$ cat src/rtl/vec_unpacker_pkg.sv
// vec_unpacker_pkg: occupancy states and default lane geometry shared with the FIFO side
package vec_unpacker_pkg;
    typedef enum logic [1:0] {EMPTY, ONE, TWO} state_t;
    localparam int DEF_LANE_WIDTH = 32;
    localparam int DEF_LANES = 6;
endpackage

$ cat src/rtl/vec_unpacker_lane_mux.sv
// lane_mux: selects lane idx out of a packed multi-lane vector
module lane_mux #(
    parameter int LANE_WIDTH = 32,
    parameter int LANES = 6,
    localparam int IDX_W = $clog2(LANES)
) (
    input  logic [LANE_WIDTH*LANES-1:0] vec,
    input  logic [IDX_W-1:0]            idx,
    output logic [LANE_WIDTH-1:0]       lane
);
    always_comb begin
        lane = '0;
        for (int k = 0; k < LANES; k++)
            if (idx == IDX_W'(k)) lane = vec[k*LANE_WIDTH +: LANE_WIDTH];
    end
endmodule

$ cat src/rtl/vec_unpacker.sv
// vec_unpacker: splits wide FIFO vectors into a lane stream, double-buffered so vectors leave back-to-back
module vec_unpacker
    import vec_unpacker_pkg::*;
#(
    parameter int LANE_WIDTH = DEF_LANE_WIDTH,
    parameter int LANES = DEF_LANES,
    parameter int CNT_WIDTH = 16
) (
    input  logic                        clk,
    input  logic                        rst,
    input  logic [LANE_WIDTH*LANES-1:0] fifo_dout,
    input  logic                        fifo_empty,
    input  logic                        fifo_out_valid,
    output logic                        fifo_request,
    output logic [LANE_WIDTH-1:0]       m_data,
    output logic                        m_valid,
    input  logic                        m_ready,
    output logic                        m_last,
    output logic [CNT_WIDTH-1:0]        vec_count,
    output logic                        busy
);
    localparam int IDX_W = $clog2(LANES);
    localparam logic [IDX_W-1:0] LAST = IDX_W'(LANES - 1);

    state_t state, state_nx;
    logic [LANE_WIDTH*LANES-1:0] cur, nxt;
    logic [IDX_W-1:0] idx;
    logic xfer, fin, cap, empty_unused;

    assign cap = fifo_out_valid;
    assign xfer = m_valid && m_ready;
    assign fin = xfer && m_last;
    // The FIFO's own strobe already qualifies captures; the empty flag is informational only.
    assign empty_unused = fifo_empty;

    always_ff @(posedge clk) begin
        if (rst) state <= EMPTY;
        else state <= state_nx;
    end

    always_comb begin
        state_nx = (state == EMPTY) ? (cap ? ONE : EMPTY)
                 : (state == ONE)   ? (fin ? (cap ? ONE : EMPTY) : (cap ? TWO : ONE))
                 :                    (fin ? ONE : TWO);
    end

    always_comb begin
        m_valid = state != EMPTY;
        busy = state != EMPTY;
        fifo_request = state != TWO;
        m_last = (state != EMPTY) && (idx == LAST);
    end

    always_ff @(posedge clk) begin
        if (rst) begin
            idx <= '0;
            vec_count <= '0;
        end else begin
            if (xfer) idx <= fin ? '0 : idx + 1'b1;
            if (cap) vec_count <= vec_count + 1'b1;
        end
    end

    // Slot storage is deliberately unreset; state alone decides whether it is meaningful.
    always_ff @(posedge clk) begin
        if (cap && (state == EMPTY || (state == ONE && fin))) cur <= fifo_dout;
        else if (state == TWO && fin) cur <= nxt;
        if (cap && state == ONE && !fin) nxt <= fifo_dout;
    end

    lane_mux #(.LANE_WIDTH(LANE_WIDTH), .LANES(LANES)) u_mux (
        .vec(cur),
        .idx(idx),
        .lane(m_data)
    );
endmodule

$ cat config.mk
export PLATFORM = sky130hd
export DESIGN_NAME = vec_unpacker
export DESIGN_NICKNAME = d
export VERILOG_FILES = /design/src/rtl/vec_unpacker_pkg.sv /design/src/rtl/vec_unpacker_lane_mux.sv /design/src/rtl/vec_unpacker.sv
export SDC_FILE = /design/constraint.sdc
export NUM_CORES = 1
export LEC_CHECK = 0
export CORE_MARGIN = 5
export CORE_UTILIZATION = 35
export CTS_CLUSTER_SIZE = 25
export DETAILED_ROUTE_END_ITERATION = 10
export PLACE_DENSITY = 0.66
export SYNTH_ARGS = -nofsm -noshare
export SYNTH_HDL_FRONTEND = slang
export SYNTH_SLANG_ARGS = --single-unit
$ cat constraint.sdc
create_clock -name clk -period 11.86 [get_ports clk]
set_input_delay 2.372 -clock clk [delete_from_list [all_inputs] [get_ports clk]]
set_output_delay 2.372 -clock clk [all_outputs]
set_load 0.005 [all_outputs]
Word-level counts from Yosys, hierarchy flattened
Cells that the tools add are included.
Widths: inputs -> output; s select.
{"block": "classes", "add_sub_neg": 2, "eq_ne": 8, "muxes": 15, "n_reduce_logical": 14}
{"cell": "$mux 192", "n": 2}
{"cell": "$mux 32", "n": 6}
{"cell": "$add 16x1->16 const B", "n": 1}
{"cell": "$mux 2", "n": 5}
{"cell": "$logic_and 1x1->1", "n": 8}
{"cell": "$eq 3x2->1 const B", "n": 2}
{"cell": "$eq 3x3->1 const B", "n": 2}
{"cell": "$reduce_bool 2->1", "n": 2}
{"cell": "$add 3x1->3 const B", "n": 1}
{"cell": "$eq 3x1->1 const B", "n": 1}
{"cell": "$logic_not 3->1", "n": 1}
{"cell": "$mux 3", "n": 1}
{"cell": "$eq 2x1->1 const B", "n": 1}
{"cell": "$eq 2x2->1 const B", "n": 1}
{"cell": "$logic_not 2->1", "n": 1}
{"cell": "$ne 2x2->1 const B", "n": 1}
{"cell": "$logic_not 1->1", "n": 1}
{"cell": "$logic_or 1x1->1", "n": 1}
{"cell": "$mux 1", "n": 1}
{"block": "word_totals", "register_bits": 405, "inputBits": 197, "output_inout_bits": 52}

Longest topological paths before layout
Gate-level depths: netlist (run 1).
{"block": "logic_depth", "ltp_word": 7, "mapped_depth": 9, "mapped_depth_nobuf": 6}

By module
A second synthesis (run 1) with hierarchy kept.
{"block": "hier_totals", "hier_cells": 915, "area_unflattened_um2": 16803.6}
{"mod": "vec_unpacker", "n_inst": 1, "cells_each": 717, "area_each_um2": 14890.5}
{"mod": "lane_mux", "n_inst": 1, "cells_each": 198, "area_each_um2": 1913.1}

Worst setup path before layout (run 1)
OpenSTA, ideal clock, no wires.
{"block": "synth_timing", "path_kind": "input to register", "from": "in m_ready", "to": "reg cur[0] (enable)", "setup_time_ns": 0.784, "arrival_ns": 11.442, "required_time_ns": 11.076, "path_slack_ns": -0.366, "path_stages": 2, "n_path_buf": 0, "path_cell_list": "o2111ai_1 -> o21bai_1"}
{"block": "synth_via", "elab_chain_len": 6, "word_cells_on_any_way": 7, "cone_classes": "reduce/logical (7)"}
{"item": "from (decl)", "line_no": "vec_unpacker.sv:17", "text": "input logic m_ready,"}
{"item": "$logic_and 1x1->1 *", "line_no": "vec_unpacker.sv:31", "text": "assign xfer = m_valid && m_ready;"}
{"item": "$logic_and 1x1->1 *", "line_no": "vec_unpacker.sv:32", "text": "assign fin = xfer && m_last;"}
{"item": "$logic_and 1x1->1", "line_no": "vec_unpacker.sv:66", "text": "if (cap && (state == EMPTY || (state == ONE && fin))) cur <= fifo_dout;"}
{"item": "$logic_or 1x1->1", "line_no": "vec_unpacker.sv:66"}
{"item": "$logic_and 1x1->1", "line_no": "vec_unpacker.sv:66"}
{"item": "$reduce_bool 2->1 (no source line) *"}
{"item": "to (signal assigned)", "line_no": "vec_unpacker.sv:66"}
{"item": "to (signal assigned)", "line_no": "vec_unpacker.sv:67", "text": "else if (state == TWO && fin) cur <= nxt;"}
{"item": "to (decl)", "line_no": "vec_unpacker.sv:26", "text": "logic [LANE_WIDTH*LANES-1:0] cur, nxt;"}
Mark *: on every way between the ends. The rest lies on a longest branch, timed or not.
A chain may end at the register's enable or synchronous reset.

Worst setup path in the final report (run 1)
{"block": "layout_timing", "from": "reg idx[1]", "to": "out m_data[14]"}
{"block": "layout_via", "elab_chain_len": 7, "word_cells_on_any_way": 12, "cone_classes": "eq/ne (5); mux (6); reduce/logical (1)"}
{"item": "from (decl)", "line_no": "vec_unpacker.sv:27", "text": "logic [IDX_W-1:0] idx;"}
{"item": "from (signal assigned)", "line_no": "vec_unpacker.sv:59", "text": "if (xfer) idx <= fin ? '0 : idx + 1'b1;"}
{"item": "$logic_not 3->1", "line_no": "vec_unpacker_lane_mux.sv:14", "text": "if (idx == IDX_W'(k)) lane = vec[k*LANE_WIDTH +: LANE_WIDTH];"}
{"item": "$mux 32 (5 in a row)", "line_no": "vec_unpacker_lane_mux.sv:14"}
{"item": "$mux 32 *", "line_no": "vec_unpacker_lane_mux.sv:14"}
{"item": "to (decl)", "line_no": "vec_unpacker.sv:15", "text": "output logic [LANE_WIDTH-1:0] m_data,"}
Marked as above.

==> results of run 1 <==
path summary, 6_finish.rpt:
| check | start | to | cells past startpoint |
|---|---|---|---|
| setup / recovery | idx[1] | m_data[14] | 6 |
| hold / removal | idx[1] | idx[1] | 2 |
| setup reg to reg | idx[1] | cur[13] | 8 |
| hold reg to reg | idx[1] | idx[1] | 2 |
registers in the layout (all words and copies together), names as in the netlist:
signal and cells:
state 2, vec_count 16, idx 3, nxt 192, cur 192
cells by family after synthesis:
logic type | share of synthesized area (%)
DFF | 70.75
muxes | 13.25
adders and majority gates | 0.5185
AOI/OAI and AO/OA | 7.874
xor gates and xnor gates | 0.2074
and+or+nand+nor | 4.607
buffers and inverters | 2.792
cell usage after synthesis (5+ instances only):
master     instances
nor2_1            12
a21oi_1           40
edfxtp_1         384
buf_2             11
dfxtp_1           21
a2111oi_0         31
a221o_1           31
buf_4             19
nor2b_1           39
o21ai_0           34
mux2_2            88
clkbuf_1          34
ha_1               7
nor4_1             5
mux2_1           109
a22o_1            31
nand3_1            5
inv_1             36
nand4_1            6
nand2_1           71
layout by cell type, fill, tap and decap left out, drive strengths merged, types with 2 or more instances in the layout:
cell type and count:
nor2 12, or2 2, ha 7, a21oi 41
nor2b 39, a221o 31, o21ai 35, or3 2
nand3 5, inv 38, nor4 5, mux2 197
or4 4, nand2 71, a22o 31, mux2i 2
xor2 3, clkinvlp 2, clkinv 25, edfxtp 384
buf 13, a2111oi 31, clkbuf 52, clkdlybuf4s50 247
nand4 7, dfxtp 21, nand2b 4, o31ai 4
a211oi 2
routing by layer:
layer	wire length, um	part of all wire [%]	global-route usage [%]
met1	17730	44	19.81
met2	18970	48	24.13
met3	2540	6.4	3.491
met4	602	1.5	3.437
met5	13	0.033	0
worst max-delay path, cell delays in order (launching register included):
cell	delay (ns)
dfxtp_1	0.34
inv_1	0.16
ha_4	0.56
buf_4	0.73
o21ai_0	0.39
a221o_1	0.44
clkdlybuf4s50_1	0.45
layout make-up:
type                    count  area (um^2)  area share [%]
repair buffers            260         2570           12.04
well taps                 615        769.5           3.606
inverters                  36        135.1          0.6332
flip-flops and latches    405        11950           56.01
clock buffers              52         1195           5.600
multi-input cells         546         4538           21.27
clock inverters            30        178.9          0.8385
stage by stage:
stage | area (um^2) | power (W) | util, % | hold slack, ns | std cells
after floorplan | 16900 | 0.001981 | - | 0.4648 | 1054
after global placement | 19970 | 0.002159 | 41.82 | 0.4753 | 1862
after detailed placement | 19970 | 0.002166 | 41.82 | 0.4986 | 1862
after CTS | 21340 | 0.003485 | 44.69 | 0.5085 | 1944
after global routing | 21340 | 0.003581 | 44.69 | 0.5298 | 1944
final | 21340 | 0.003435 | 44.69 | 0.5040 | 1944
power groups by stage:
stage          Combinational [W]  Sequential [W]  Clock [W]
2_1_floorplan           0.000219         0.00176          0
3_3_place_gp            0.000409         0.00175          0
3_5_place_dp            0.000414         0.00175          0
4_1_cts                 0.000417         0.00172    0.00134
5_1_grt                 0.000447         0.00173    0.00140
6_report                0.000409         0.00172    0.00130
==> metrics.cfg, run 1 <==
[global_routing]
antenna_violations_before_repair=1
global_route_total_overflow=0
via_count_of_the_first_global_routing_pass=10201
grt_first_pass_wirelength_um=61230
largest_net_degree_at_the_start_of_global_routing=84
globalRouteTotalUtil_pct=14.64

[clocking]
clock_tree.root_cell=clkbuf_16
worstSkewPairLatency_ns=0.56
cts.repair.resized=0
cts_inserted_buffers=45
post-cts-setup-buffers=0
tritoncts_num_sinks=405
clk_pin_slew_ns=0.06
cts_htree_levels=2
cts_tree=yes
post_cts_hold_buffer_count=0
cts-root-to-sink-buffers=3

[floorplan]
initial_core_util_pct=35.38
ios=249
core-area_mm2=0.04775
fp.dieArea_mm2=0.05276
die-width_um=229.7
fp-row-count=80
fp.dieH_um=229.7

[logic_synthesis]
syn-num-nets=1258
dominantRegCellSynth=edfxtp_1
syn-cell-area_mm2=0.01689
ys_types=43
synthesis.yosys.warnings=0
yosys.area.top_type=edfxtp_1
area_contributors_post_synth=edfxtp_1 (68%), mux2_1 (7.3%), mux2_2 (5.9%)
synth_top_cell_area_share_pct=68.26
postSynthRegisterBits=405
netlist_instances=1054
synth-async-reset-ratio_pct=0
syn-mean-instance-area_um2=16.03
synth_enable_flop_cells=384
synth_sequential_area_ratio_pct=70.75

[timing]
rsz0062_at_grt=no
setup_ws_ns=5.741
final_report_max_slew_violation_count=0
timing_worst_slew_pin_value_ns=1.132
relative_slew_slack_pct=24.56
setup_tns_ns=0
timing.final.setup_violations=0
fin_skew_ns=0.02390
max_freq_ghz=0.1634
period_share_pct=51.59
final_critical_delay_including_setup_and_external_delays_ns=6.119
finalHoldViolCount=0

[route]
iteration_0_drc_count_of_the_detailed_router=670
num_vias=9867
detailedRoute.firstPassIterationCount=5
drcViolationCount=0
final_antenna_net_count=0
vias_per_cell=5.076
detailed_route_wl_um=39860
drt-wirelength-per-cell_um=20.50

[power]
power.switching_w=0.0007906
combPwrFrac_pct=11.9
pwr_density_cell_mw_per_mm2=161.0
worst_ir_drop_vdd_uv=83.43
clock_power_share_pct=38.0
power_leakage_nw=7.169
power_frac_seq_pct=50.1
power_switching_share_pct=23.02
p_int_w=0.002644

[cells_and_area]
layout_filler_cell_count=4204
drive_above_1_share_pct=13.39
diodes=0
num-nets-final=1498
flow.area_growth_from_synthesis_pct=26.32

[worst_setup_path]
crit_required_ns=9.49
critPathMaxFanout=76
timing.setup.critical_path_class=reg -> out
rrSetupSlack_ns=7.13
critPathArrivalTime_ns=3.75
critical_path.startpoint_type=flop
endpoint_kind=output port

[flow_run]
max-cap-violations=0

[placed_design]
port_buffers=247
detailedPlacementHpwl_um=24100
setup_slack_at_placement_ns=5.909
gp_routability_congestion=0.7908

[min_path]
timing.hold.worst.class=reg -> reg

[run_status]
outcome=complete, no violations

Power figures use the tool's default switching activity.
==> run 2: changes to the inputs <==
==> constraint.sdc (replaced) <==
create_clock -name clk -period 5.5 [get_ports clk]
set_input_delay 1.1 -clock clk [delete_from_list [all_inputs] [get_ports clk]]
set_output_delay 1.1 -clock clk [all_outputs]
set_load 0.005 [all_outputs]
==> run 2 against run 1 <==
Against the previous run: die area unchanged; sequential power increased by 120%; critical path type unchanged; global-route usage increased by 0.083 points; largest cell class unchanged; final area increased by 1.1%; sequential share of layout area decreased by 0.61 points; first-iteration DRC count decreased by 28%; cell count increased by 0.26%; non-clock buffer count increased by 5; clock power increased by 140%.
==> metrics.cfg, run 2 (synthesis gave the netlist of run 1 again) <==
[run_status]
outcome=complete, no violations

[worst_setup_path]
timing.setup.critical_path_class=reg -> out
crit_required_ns=4.40  ; -5.09 ns
critPathMaxFanout=34  ; -55%
critical_path.startpoint_type=flop
critPathArrivalTime_ns=3.63  ; -0.12 ns
endpoint_kind=output port

[clocking]
post_cts_hold_buffer_count=0  ; unchanged
post-cts-setup-buffers=0  ; unchanged
clock_tree.root_cell=clkbuf_16
worstSkewPairLatency_ns=0.56  ; about the same
tritoncts_num_sinks=405  ; unchanged
clk_pin_slew_ns=0.06  ; about the same
cts-root-to-sink-buffers=3  ; unchanged
cts_htree_levels=2  ; unchanged
cts.repair.resized=0  ; unchanged
cts_inserted_buffers=45  ; unchanged
cts_tree=yes

[timing]
final_critical_delay_including_setup_and_external_delays_ns=4.725
setup_tns_ns=0  ; unchanged
rsz0062_at_grt=no
timing.final.setup_violations=0  ; unchanged
final_report_max_slew_violation_count=0  ; unchanged
max_freq_ghz=0.2116
timing_worst_slew_pin_value_ns=1.017  ; -0.1148 ns
relative_slew_slack_pct=32.00  ; +7.4 points
finalHoldViolCount=0  ; unchanged
period_share_pct=85.91
fin_skew_ns=0.01342  ; -0.01048 ns

[route]
detailed_route_wl_um=40070  ; +0.52%
final_antenna_net_count=0  ; unchanged
num_vias=9814  ; -0.54%
iteration_0_drc_count_of_the_detailed_router=482  ; -28%
drcViolationCount=0  ; unchanged
detailedRoute.firstPassIterationCount=5  ; unchanged
drt-wirelength-per-cell_um=20.56  ; +0.26%
vias_per_cell=5.035  ; -0.79%

[floorplan]
fp-row-count=80  ; unchanged
ios=249  ; unchanged
fp.dieH_um=229.7  ; unchanged
fp.dieArea_mm2=0.05276  ; unchanged
initial_core_util_pct=35.38  ; unchanged
core-area_mm2=0.04775  ; unchanged
die-width_um=229.7  ; unchanged

[placed_design]
port_buffers=247  ; unchanged
gp_routability_congestion=0.7939  ; +0.39%
detailedPlacementHpwl_um=25140  ; +4.3%
dpl_cell_area_mm2=0.02004  ; +0.38%

[global_routing]
largest_net_degree_at_the_start_of_global_routing=106  ; +26%
global_route_total_overflow=0  ; unchanged
globalRouteTotalUtil_pct=14.73  ; +0.083 points
via_count_of_the_first_global_routing_pass=10241  ; +0.39%
grt_first_pass_wirelength_um=61070  ; -0.27%
antenna_violations_before_repair=4  ; +3

[cells_and_area]
flow.area_growth_from_synthesis_pct=27.72
drive_above_1_share_pct=13.88  ; +0.48 points
reg_top3=cur x192, nxt x192, vec_count x16
finish.instance_area_mm2=0.02157  ; +1.1%
layout_filler_cell_count=4142  ; -1.5%
num-nets-final=1503  ; +0.33%
layout_common_cells=edfxtp_1 (384), clkdlybuf4s50_1 (247), mux2_1 (109), mux2_2 (88), nand2_1 (71)
layout_commonest_cell=edfxtp_1

[power]
worst_ir_drop_vdd_uv=223.4  ; +170%
pwr_density_cell_mw_per_mm2=358.5  ; +120%
power_leakage_nw=7.285  ; +1.6%

[flow_run]
max-cap-violations=0  ; unchanged

[min_path]
timing.hold.worst.class=reg -> reg

[run 2: cell types whose count changed in the layout (fill, tap and decap cells not counted)]
cell        delta
bufinv_16      +7
clkinv_1       -4
buf_12         +3
buf_4          +2
clkinv_4       -2
clkinvlp_4     -2
clkbuf_1       +1
diode_2        +1
inv_6          -1
[run 2: per-layer routing]
metal / track usage [%] / vias up / part of all wire (%)
li1: - / 4602 / -
met1: 19.34 / 4896 / 44
met2: 24.68 / 250 / 48
met3: 3.343 / 62 / 5.3
met4: 4.222 / 4 / 1.9
met5: 0 / - / 0.067
[run 2: where the power goes]
part	switching (W)	internal [W]	leakage, nW
clock	0.00120	0.00193	0.757
combinational	0.000445	0.000453	2.77
sequential	0.0000596	0.00365	3.76
total	0.00170	0.00603	7.29
[run 2: layout make-up]
| type | count | area, um^2 | area share [%] |
|---|---|---|---|
| clock inverter | 28 | 332.8 | 1.543 |
| tap | 615 | 769.5 | 3.567 |
| multi-input combinational | 546 | 4538 | 21.03 |
| inverter | 36 | 135.1 | 0.6263 |
| antenna | 1 | 2.502 | 0.01160 |
| clock buffer | 53 | 1199 | 5.556 |
| timing repair buffer | 265 | 2645 | 12.26 |
| sequential | 405 | 11950 | 55.40 |
[run 2: final timing paths]
path / from / end / slack [ns] / cells after the start
worst max-delay path: idx[2] / m_data[7] / 0.77 / 7
worst min-delay path: vec_count[9] / vec_count[9] / 0.50 / 2
worst max register to register: idx[1] / cur[78] / 1.81 / 5
worst min register to register: vec_count[9] / vec_count[9] / 0.50 / 2
[run 2: worst max-delay path, stage by stage, from the launching register on]
cell and delay (ns):
dfxtp_2 0.73, inv_1 0.10, ha_2 0.43, buf_4 0.36, nor2b_1 0.19, a2111oi_0 0.46
a221o_1 0.20, clkdlybuf4s50_1 0.57
[run 2: through the flow]
step	setup WS, ns	power [W]	hold slack [ns]	instances	utilization, %
2_1_floorplan	0.7373	0.004251	0.4648	1054	-
3_3_place_gp	1.413	0.004674	0.4761	1867	41.97
3_5_place_dp	1.304	0.004688	0.4893	1867	41.97
4_1_cts	0.6722	0.007849	0.4960	1948	45.18
5_1_grt	0.5725	0.008045	0.5335	1948	45.18
6_report	0.7748	0.007734	0.4952	1949	45.19
==> patch 1: new RTL, config.mk and constraints of run 1 <==
`DEF_LANE_WIDTH`: 32 -> 36.
--- a/src/rtl/vec_unpacker_pkg.sv
+++ b/src/rtl/vec_unpacker_pkg.sv
@@ -1,7 +1,7 @@
 // vec_unpacker_pkg: occupancy states and default lane geometry shared with the FIFO side
 package vec_unpacker_pkg;
     typedef enum logic [1:0] {EMPTY, ONE, TWO} state_t;
-    localparam int DEF_LANE_WIDTH = 32;
+    localparam int DEF_LANE_WIDTH = 36;
     localparam int DEF_LANES = 6;
 endpackage
 
Interface: changed (resized fifo_dout and m_data); port bits go from 249 to 277. No check against the original RTL was run, so the function may have changed too.
==> patch 1 against run 1 <==
Setup slack worse by 390 ps; maximum frequency is 6.1% lower; sequential cell count is 48 higher; clock skew is 10 ps lower; first-iteration DRC count is 22% higher; wire length is 18% higher; power is 16% higher; area after synthesis is 16% higher; final area is 15% higher; register-to-register slack better by 740 ps.
==> patch 1: results (changes against run 1) <==
Critical path
  – Slowest CP cell: nor3b_4 (was buf_4)
  – Top Family by Delay on Critical Path: buffers and inverters (unchanged)
  – Largest stage delay, worst path: 1030 ps (was 730 ps)
  – CP max FO: 73 (was 76)

Yosys
  – Synth cell types: 48 (was 43)
  – Sequential fraction of the synthesis area: 68.4% (was 70.8%)
  – Post-synth EDFFs: 432 (was 384)
  – Synth area leaders: edfxtp_1, mux2_2, a2111oi_4 (was edfxtp_1, mux2_1, mux2_2)
  – Syn Nets: 1401 (was 1258)
  – Most used DFF post-synth: edfxtp_1 (unchanged)
  – Ys async rst share: 0% (unchanged)
  – Top cells by count, synth: edfxtp_1, mux2_2, nand2_1 (was edfxtp_1, mux2_1, mux2_2)
  – Yosys warnings: 0 (unchanged)

GRT
  – Overall routing resource usage: 15.0% (was 14.6%)
  – First-pass GRT wire length: 70600 um (was 61200 um)
  – Vias in the first global route: 11500 (was 10200)
  – Initial antenna violation count: 7 (was 1)
  – Largest net degree at the start of global routing: 156 (was 84)

CTS
  – Clk_lat worst skew: 570 ps
  – Htree depth: 2 (unchanged)
  – Setup Buffers After CTS: 0 (unchanged)
  – Clock root cell: clkbuf_16 (unchanged)
  – Resized cells post-CTS: 0 (unchanged)
  – Inserted Clock Buffers: 49 (was 45)
  – Max Root-Sink Buffers: 3 (unchanged)
  – Reg clk slew, reported paths: 60 ps (about the same)

Route
  – Wire length per cell: 21.0 um (was 20.5 um)
  – Detailed Route Iter0 Violations: 816 (was 670)
  – Drt first pass iters: 5 (unchanged)
  – Antenna Nets Post-Route: 0 (unchanged)
  – Via density: 4.97 (was 5.08)

Timing
  – Max Clock Skew: 13.6 ps (was 23.9 ps)
  – Tightest Pin Transition: 1150 ps (was 1130 ps)

Placed design
  – Port-buffer cells: 275 (was 247)
  – GP Congestion: 0.783 (was 0.791)
  – Post-place instance area: 0.0229 mm^2 (was 0.0200 mm^2)
  – DP Wirelength: 28300 um (was 24100 um)

Pwr
  – Worst vdd ir: 0.0853 mV (was 0.0834 mV)
  – LEAKAGE: 0.00815 uW (was 0.00717 uW)

Worst hold path
  – HP Class: reg2reg (unchanged)

Cells and area
  – Final nets: 1665 (was 1498)
  – Share of cells above drive strength 1: 23.2% (was 13.4%)
  – Regs by FF count: cur x216, nxt x216, vec_count x16 (was cur x192, nxt x192, vec_count x16)

Status
  – Outcome: completed (unchanged)
patch 1: per-stage QoR:
stage                     hold WS [ps]  worst slack (ps)  cells
after floorplan                    465              3080   1173
after global placement             473              5810   2134
after detailed placement           490              5670   2134
after CTS                          499              5250   2224
after global routing               524              5180   2227
final                              499              5350   2227
patch 1: where the power goes:
group	internal, uW	switching (uW)
combinational	267	257
sequential	1900	31.3
clock	916	632
patch 1: worst paths after layout:
| path | from | to | slack, ps | cells after the start |
|---|---|---|---|---|
| worst max-delay path | idx[0] | m_data[30] | 5350 | 7 |
| worst min-delay path | vec_count[9] | vec_count[9] | 500 | 2 |
| worst max register to register | idx[1] | nxt[19] | 7870 | 6 |
| worst min register to register | vec_count[9] | vec_count[9] | 500 | 2 |
patch 1: logic make-up (layout without fill, tap and decap cells):
logic type / Yosys count / count (layout) / share of synthesized area, %
flops: 453 / 453 / 68.4
mux: 223 / 223 / 12.8
compound gates: 201 / 201 / 10.3
simple gates: 167 / 167 / 4.28
buf+inv: 118 / 421 / 3.58
fa+ha+maj: 7 / 7 / 0.447
xor+xnor: 4 / 4 / 0.179
other cells: 0 / 3 / 0
patch 1: metal layers:
layer	global-route usage, %	vias to the layer above	wire [um]
li1	-	5104	-
met1	21.2	5579	21300
met2	23.5	301	21800
met3	3.31	70	2690
met4	4.17	4	1010
met5	0	-	29
patch 1: cell type report:
type / count / area (um^2)
multi-input combinational: 602 / 5580
clock buffer: 57 / 1300
fill: 4942 / 30700
inverter: 40 / 150
tap: 748 / 936
sequential: 453 / 13400
clock inverter: 33 / 328
timing repair buffer: 291 / 2890
antenna: 3 / 7.51
patch 1: worst reg2reg max path: cells and delay by family, from the launching register on:
kind	cells	cell delay, ps
buffers and inverters	3	1620
and+or+nand+nor	1	1020
adders and majority gates	1	290
DFF	1	370
AOI/OAI and AO/OA	1	310
==> patch 2: new RTL, flow settings as in run 1 <==
Made on the original files. Put one more register stage on the output `vec_count`, with the module's reset. The value now appears one clock later. The other outputs are not delayed to match.
--- a/src/rtl/vec_unpacker.sv
+++ b/src/rtl/vec_unpacker.sv
@@ -21,6 +21,8 @@
 );
     localparam int IDX_W = $clog2(LANES);
     localparam logic [IDX_W-1:0] LAST = IDX_W'(LANES - 1);
+
+    logic [CNT_WIDTH-1:0] vec_count_s0;
 
     state_t state, state_nx;
     logic [LANE_WIDTH*LANES-1:0] cur, nxt;
@@ -54,10 +56,10 @@
     always_ff @(posedge clk) begin
         if (rst) begin
             idx <= '0;
-            vec_count <= '0;
+            vec_count_s0 <= '0;
         end else begin
             if (xfer) idx <= fin ? '0 : idx + 1'b1;
-            if (cap) vec_count <= vec_count + 1'b1;
+            if (cap) vec_count_s0 <= vec_count_s0 + 1'b1;
         end
     end
 
@@ -73,5 +75,13 @@
         .idx(idx),
         .lane(m_data)
     );
+    always_ff @(posedge clk) begin
+        if (rst) begin
+            vec_count <= '0;
+        end else begin
+            vec_count <= vec_count_s0;
+        end
+    end
+
 endmodule
 
Check against the original RTL: not equivalent (Yosys sat finds a counterexample within 4 cycles, from zero or initial values and one cycle with rst high).
==> patch 2 against run 1 <==
Clock skew shrank 14 ps; wire length up 1.7%; maximum frequency fell by 15%; setup slack worse by 1100 ps; area after synthesis increased by 0.19%; core utilization is 0.33 points higher; count of clock-buffer cells in the layout grew 7; final area rose by 0.73%; critical path depth up 1; power grew 5.9%; sequential cell count is 16 higher; largest cell class unchanged; largest power group unchanged.
==> patch 2: results (changes against run 1) <==
Status
  – Outcome: completed (unchanged)

Pwr
  – Worst vdd ir: 0.0866 mV (was 0.0834 mV)
  – LEAKAGE: 0.00726 uW (was 0.00717 uW)

Cells and area
  – Regs by FF count: cur x192, nxt x192 (was cur x192, nxt x192, vec_count x16)
  – Final nets: 1499 (was 1498)
  – Share of cells above drive strength 1: 13.3% (was 13.4%)

CTS
  – Setup Buffers After CTS: 0 (unchanged)
  – Htree depth: 2 (unchanged)
  – Inserted Clock Buffers: 47 (was 45)
  – Reg clk slew, reported paths: 60 ps (about the same)
  – Resized cells post-CTS: 0 (unchanged)
  – Clock root cell: clkbuf_16 (unchanged)
  – Clk_lat worst skew: 570 ps
  – Max Root-Sink Buffers: 3 (unchanged)

Placed design
  – GP Congestion: 0.744 (was 0.791)
  – Port-buffer cells: 247 (unchanged)
  – Placed insts: 1861 (was 1862)
  – Worst slack, placed: 5240 ps (was 5910 ps)
  – DP Wirelength: 23900 um (was 24100 um)

Route
  – Via density: 4.97 (was 5.08)
  – Drt first pass iters: 5 (unchanged)
  – Detailed Route Iter0 Violations: 597 (was 670)
  – Via count: 9710 (was 9867)
  – Wire length per cell: 20.7 um (was 20.5 um)

Yosys
  – Top cells by count, synth: edfxtp_1, mux2_1, mux2_2 (unchanged)
  – Most used DFF post-synth: edfxtp_1 (unchanged)
  – Post-synth EDFFs: 384 (unchanged)
  – Avg Cell Area, Syn: 16.1 um^2 (was 16.0 um^2)
  – Synth cell types: 37 (was 43)
  – Sequential fraction of the synthesis area: 72.5% (was 70.8%)
  – Synth area leaders: edfxtp_1, mux2_1, mux2_2 (unchanged)
  – Syn Nets: 1258 (unchanged)
  – Ys async rst share: 0% (unchanged)
  – Yosys warnings: 0 (unchanged)

Worst hold path
  – Hold Path Depth: 1 (was 2)
  – HP Class: reg2reg (unchanged)

Critical path
  – CP Data Arrival Time: 4830 ps (was 3750 ps)
  – CP max FO: 34 (was 76)
  – Worst Reg-to-Reg Cells: 7 (was 8)

GRT
  – Vias in the first global route: 10200 (about the same)
  – First-pass GRT wire length: 61700 um (was 61200 um)
  – Gr ovfl total: 0 (unchanged)
  – Overall routing resource usage: 14.9% (was 14.6%)
  – Largest net degree at the start of global routing: 76 (was 84)
  – Initial antenna violation count: 7 (was 1)

Timing
  – Tightest Pin Transition: 1120 ps (was 1130 ps)
  – Max Clock Skew: 10.3 ps (was 23.9 ps)
-- patch 2: cell types whose count changed after synthesis, sizes merged, moves of 7 or more --
cell     before  now
a2111oi      31    0
a211oi        2   31
a221o        31    0
a22o         31    0
dfxtp        21   37
inv          36    4
nand2        71   78
nor2         12   80
nor2b        39   18
o21ai        35    9
o22ai         0   31
o32ai         0   31
-- patch 2: worst max-delay path: stages (launching register included) --
cell	delay [ps]
dfxtp_1	350
inv_2	760
ha_1	410
inv_2	430
nand2_2	1000
o22ai_1	260
o32ai_1	400
clkdlybuf4s50_1	620
-- patch 2: final timing paths --
check	start	to	slack (ps)
worst max-delay path	idx[2]	m_data[1]	4660
worst min-delay path	vec_count_s0[15]	vec_count[15]	480
worst max register to register	idx[1]	nxt[33]	7680
worst min register to register	vec_count_s0[15]	vec_count[15]	480
-- patch 2: cell type report --
type                            instances  area, um^2
Fill cell                            4193       26300
Sequential cell                       421       12300
Multi-Input combinational cell        561        4300
Timing Repair Buffer                  259        2560
Clock buffer                           59        1240
Tap cell                              615         769
Clock inverter                         29         320
Inverter                                5        18.8
Antenna cell                            4        10.0
-- patch 2: layer usage --
| layer | share of wire (%) | global-route usage [%] | up-vias |
|---|---|---|---|
| met5 | 0.14 | 0 | - |
| met4 | 2.4 | 4.82 | 8 |
| met3 | 5.6 | 3.64 | 67 |
| met2 | 49 | 24.9 | 245 |
| met1 | 43 | 19.3 | 4848 |
| li1 | - | - | 4542 |
-- patch 2: cells by family (layout without fill, tap and decap cells) --
family | count (synthesis) | in the layout | share of synthesized area [%]
AO/OA/AOI/OAI | 143 | 143 | 5.65
XOR/XNOR | 11 | 11 | 0.569
adder cells (fa/ha/maj) | 7 | 7 | 0.517
buffers and inverters | 72 | 352 | 2.47
flip-flops | 421 | 421 | 72.5
multiplexers | 195 | 195 | 13.0
other | 0 | 4 | 0
AND/OR/NAND/NOR | 205 | 205 | 5.32
-- patch 2: stage by stage --
stage / power, uW / hold slack (ps) / area (um^2) / util [%]
finish: 3640 / 476 / 21500 / 45.0
global route: 3790 / 495 / 21500 / 45.0
CTS: 3700 / 477 / 21500 / 45.0
detailed placement: 2200 / 470 / 19900 / 41.7
global placement: 2190 / 470 / 19900 / 41.7
floorplan: 2030 / 454 / 16900 / -
-- patch 2: where the power goes --
group | internal [uW] | switching (uW) | leakage (uW)
Sequential | 1740 | 23.9 | 0.00389
Combinational | 197 | 201 | 0.00262
Clock | 877 | 598 | 0.000751
